==> src/rtl/srl_bank.sv <==
// srl_bank: a bank of independent set/reset flags fed by asynchronous request
// lines. Each request is synchronized, optionally edge-qualified, and resolved
// against the current flag state. Registered rise/fall pulses and an any-set
// summary are produced alongside the flags.
module srl_bank #(
  parameter int                  CHANNELS    = 4,
  parameter int                  SYNC_STAGES = 2,
  parameter int                  PRIORITY    = 0,
  parameter int                  EDGE_MODE   = 0,
  parameter logic [CHANNELS-1:0] INIT        = {CHANNELS{1'b0}}
) (
  input  logic                clk,
  input  logic                rst,
  input  logic [CHANNELS-1:0] s,
  input  logic [CHANNELS-1:0] r,
  input  logic [CHANNELS-1:0] clr,
  output logic [CHANNELS-1:0] q,
  output logic [CHANNELS-1:0] q_rise,
  output logic [CHANNELS-1:0] q_fall,
  output logic                any_set
);

  logic [CHANNELS-1:0] s_pipe [SYNC_STAGES];
  logic [CHANNELS-1:0] r_pipe [SYNC_STAGES];
  logic [CHANNELS-1:0] s_sync;
  logic [CHANNELS-1:0] r_sync;
  logic [CHANNELS-1:0] set_ev;
  logic [CHANNELS-1:0] rst_ev;
  logic [CHANNELS-1:0] q_next;

  // Resolve one channel's next flag value; clr always wins, then the
  // simultaneous set/reset policy, then single requests, else hold.
  function automatic logic resolve(input logic q_cur, input logic se,
                                   input logic re, input logic ce);
    logic res;
    res = q_cur;
    if (ce) begin
      res = 1'b0;
    end else if (se && re) begin
      if (PRIORITY == 1)      res = 1'b1;
      else if (PRIORITY == 2) res = ~q_cur;
      else                    res = 1'b0;
    end else if (se) begin
      res = 1'b1;
    end else if (re) begin
      res = 1'b0;
    end
    return res;
  endfunction

  // Stage boundary: synchronizer chains, plain flop-to-flop with no logic between.
  always_ff @(posedge clk or negedge rst) begin
    if (!rst) begin
      for (int k = 0; k < SYNC_STAGES; k++) begin
        s_pipe[k] <= '0;
        r_pipe[k] <= '0;
      end
    end else begin
      s_pipe[0] <= s;
      r_pipe[0] <= r;
      for (int k = 1; k < SYNC_STAGES; k++) begin
        s_pipe[k] <= s_pipe[k-1];
        r_pipe[k] <= r_pipe[k-1];
      end
    end
  end

  assign s_sync = s_pipe[SYNC_STAGES-1];
  assign r_sync = r_pipe[SYNC_STAGES-1];

  generate
    if (EDGE_MODE != 0) begin : g_edge
      logic [CHANNELS-1:0] s_prev;
      logic [CHANNELS-1:0] r_prev;

      // Stage boundary: one-cycle history of the synced requests for rising-edge detection.
      always_ff @(posedge clk or negedge rst) begin
        if (!rst) begin
          s_prev <= '0;
          r_prev <= '0;
        end else begin
          s_prev <= s_sync;
          r_prev <= r_sync;
        end
      end

      assign set_ev = s_sync & ~s_prev;
      assign rst_ev = r_sync & ~r_prev;
    end else begin : g_level
      assign set_ev = s_sync;
      assign rst_ev = r_sync;
    end
  endgenerate

  // Per-channel next-state resolution from events, clear and current state.
  always_comb begin
    q_next = q;
    for (int i = 0; i < CHANNELS; i++) begin
      q_next[i] = resolve(q[i], set_ev[i], rst_ev[i], clr[i]);
    end
  end

  // Stage boundary: flag state, transition pulses and summary all update together.
  always_ff @(posedge clk or negedge rst) begin
    if (!rst) begin
      q       <= INIT;
      q_rise  <= '0;
      q_fall  <= '0;
      any_set <= |INIT;
    end else begin
      q       <= q_next;
      q_rise  <= q_next & ~q;
      q_fall  <= ~q_next & q;
      any_set <= |q_next;
    end
  end

endmodule

==> config.mk <==
export PLATFORM = sky130hd
export DESIGN_NAME = srl_bank
export DESIGN_NICKNAME = d
export VERILOG_FILES = /design/src/rtl/srl_bank.sv
export SDC_FILE = /design/constraint.sdc
export NUM_CORES = 1
export LEC_CHECK = 0
export CORE_UTILIZATION = 40
export DETAILED_ROUTE_END_ITERATION = 16
export GPL_TIMING_DRIVEN = 0
export HOLD_SLACK_MARGIN = 0.15
export PLACE_DENSITY = 0.81
export SLEW_MARGIN = 20
export SYNTH_ARGS = -nofsm -noshare
export SYNTH_HDL_FRONTEND = slang
export SYNTH_SLANG_ARGS = --single-unit
==> constraint.sdc <==
create_clock -name clk -period 1.2 [get_ports clk]
set_clock_uncertainty 0.05 [all_clocks]
set_input_delay 0.24 -clock clk [delete_from_list [all_inputs] [get_ports clk]]
set_output_delay 0.24 -clock clk [all_outputs]
set_load 0.01 [all_outputs]
==> flow_summary_export.csv, run 1 <==
group,metric,value,unit
outcome,status,"completed",
timing,setup_tns,0,ns
synth,synth_xor_area_share,0,%
global_route,grt_max_degree,30,
synth,syn_inst,50,
detailed_routing,viasPerCell,4.25,
timing,max_slew_margin,60.7,%
synth,yosys.area_share.simple,10.5,%
placement,gp_congestion,0.652,
cells_and_area,drive_gt1_share,37.1,%
timing,fmax,0.872,GHz
worst_setup_path,end_kind,"primary output",
min_path,min_path_type,"flip-flop to flip-flop",
power,p_per_area,1620,nW/um^2
synth,syn_area_per_cell,17.3,sq um
detailed_routing,ant_nets,0,
floorplan,die-area,2360,sq um
timing,setup_violations,0,
timing,worst_pin_slew,0.589,ns
worst_setup_path,path_delay_family,"flip-flops",
floorplan,ios,27,
cts,clk_latency,0.31,ns
floorplan,coreArea,2000,sq um
cells_and_area,seqCellArea,726,sq um
synth,synth_top_family_by_area,"simple AND/OR/NAND/NOR gates",
placement,detailed_place.area,1160,sq um
synth,synth_fa_ha_area_share,0,%
placement,place_ws,-0.0548,ns
global_route,grt_pass1_vias,522,
cells_and_area,diodes,0,
timing,final.min_clock_period,1.15,ns
synth,synth_compound_area_share,4.04,%
global_route,grt-ovfl-total,0,
cts,clock-sinks,29,
worst_setup_path,crit_fanout,2,
cts,clkTransAtPathRegs,0.09,ns
global_route,antenna_found_initial,0,
worst_setup_path,crit_chain,"buf_6",
cells_and_area,final_area,1230,sq um
cts,clk_path_buf_depth,2,
cts,cts_tree,"yes",
timing,hold_slack,0.303,ns
detailed_routing,wl,1.31,mm
cells_and_area,area_growth,41.7,%
cells_and_area,multi_input_area,126,sq um
worst_setup_path,crit_required,0.91,ns
detailed_routing,routed-via-count,493,
power,p_leak,0.627,nW
global_route,track_usage,14.0,%
cts,numCtsBuffers,5,
timing,hold_viol,0,
placement,placement.io_buffers,26,
synth,seq_area_frac_synth,83.7,%
synth,netlist_area,867,sq um
synth,synth.area.mux_share,0,%
worst_setup_path,arrival,0.86,ns
floorplan,die_h,48.6,um
detailed_routing,first_pass_iters,4,
worst_setup_path,critPathMaxStageDelay,0.41,ns
worst_setup_path,worstSetupPathType,"flip-flop to primary output",
timing,maxSlewViolCount,0,
detailed_routing,drc,0,
cells_and_area,fillers,155,
worst_setup_path,crit_buf_inv,1,
floorplan,num_rows,16,
cts,clock_tree.root_cell,"clkbuf_4",
flow_run,max_cap_violations,0,
synth,yosysWarnings,0,
cells_and_area,nets,102,
power,ir_worst_vdd,1200,uV
placement,dp_hpwl,828,um
global_route,grt_pass1_wl,2.26,mm
cts,cts-htree-levels,2,
synth,synth_nets,64,
timing,setup_slack,0.0528,ns
timing,rsz0062_at_grt,"true",
detailed_routing,drtIter0Drc,9,
worst_setup_path,slowest_stage,"dfrtp_1",
detailed_routing,wl_per_cell,11.3,um
timing,timing.final.crit_share,95.6,%
synth,ys_types,7,
power,total_power,1.99,mW
floorplan,start_util,43.3,%
synth,synth-seq-cells,29,
floorplan,die_w,48.6,um
worst_setup_path,crit_path_start_kind,"flip-flop",
==> timing repair <==
action	4_1_cts	5_1_grt
setup endpoints to repair	13	8
hold buffers	1	0
resized for setup	41	8
setup buffers	4	0
endpoints found under the hold margin	29	0
==> cell usage in the layout (no fill, tap or decap), drive strengths merged <==
master         Yosys  routed
buf                0      13
o21ai              4       4
clkbuf             0      12
nand4              1       1
nor2b              4       4
dlygate4sd3        0       1
dfrtp             29      29
bufinv             0       1
nor2               8       8
clkdlybuf4s50      0      12
inv                4       4
==> layout make-up <==
class	count	area share [%]
clock buffer	7	4.48
clock inverter	1	2.44
inverter	4	1.22
multi-input combinational	17	10.3
sequential	29	59.1
tap	27	2.75
timing repair buffer	31	19.8
==> kinds of logic after synthesis <==
group | Yosys count
buffers and inverters | 4
AOI/OAI and AO/OA | 4
and+or+nand+nor | 13
DFF | 29
==> path summary, 6_finish.rpt <==
kind / startpoint / to / slack, ns / cells past startpoint
max: q[3] / q[3] / 0.05 / 1
min: r_pipe[7] / r_sync[3] / 0.30 / 0
max reg2reg: q[1] / any_set / 0.16 / 3
min reg2reg: r_pipe[7] / r_sync[3] / 0.30 / 0
max in group asynchronous: rst / r_pipe[7] / 0.31 / 2
min in group asynchronous: rst / r_pipe[6] / 0.41 / 2
==> stage by stage <==
step | util [%] | std cells
CTS | 62.3 | 116
detailed placement | 57.8 | 103
floorplan | - | 50
global route | 61.4 | 116
global placement | 58.0 | 103
finish | 61.4 | 116
==> cells in the mapped netlist <==
| library cell | count | share of area, % |
|---|---|---|
| nor2_4 | 4 | 5.2 |
| inv_1 | 4 | 1.7 |
| dfrtp_1 | 29 | 84 |
| nor2b_1 | 4 | 2.9 |
| o21ai_2 | 4 | 4.0 |
| nand4_1 | 1 | 0.72 |
| nor2_1 | 4 | 1.7 |
==> flip-flops by register name (all words and copies together) (netlist names) <==
register / flops
any_set: 1
q: 4
q_fall: 4
q_rise: 4
r_pipe: 4
r_sync: 4
s_pipe: 4
s_sync: 4
==> layer usage <==
layer / wire length (um) / global-route usage [%]
met1: 469 / 14.2
met2: 662 / 21.8
met3: 148 / 9.43
met4: 26 / 7.35
met5: 0 / 0
==> power breakdown <==
group	switching, mW	total [mW]	leakage [nW]	internal, mW
Sequential	0.0191	1.04	0.360	1.02
Clock	0.305	0.803	0.0455	0.497
Combinational	0.0674	0.145	0.222	0.0772
No activity file was read; power rests on OpenSTA's default activity.
==> run 2: changes to the inputs <==
--- a/config.mk
+++ b/config.mk
@@ -5,6 +5,7 @@
 export SDC_FILE = /design/constraint.sdc
 export NUM_CORES = 1
 export LEC_CHECK = 0
+export CAP_MARGIN = 20
 export CORE_UTILIZATION = 40
 export DETAILED_ROUTE_END_ITERATION = 16
 export GPL_TIMING_DRIVEN = 0
==> results of run 2 <==
Final layout, timing and power as in run 1 (identical DEF).
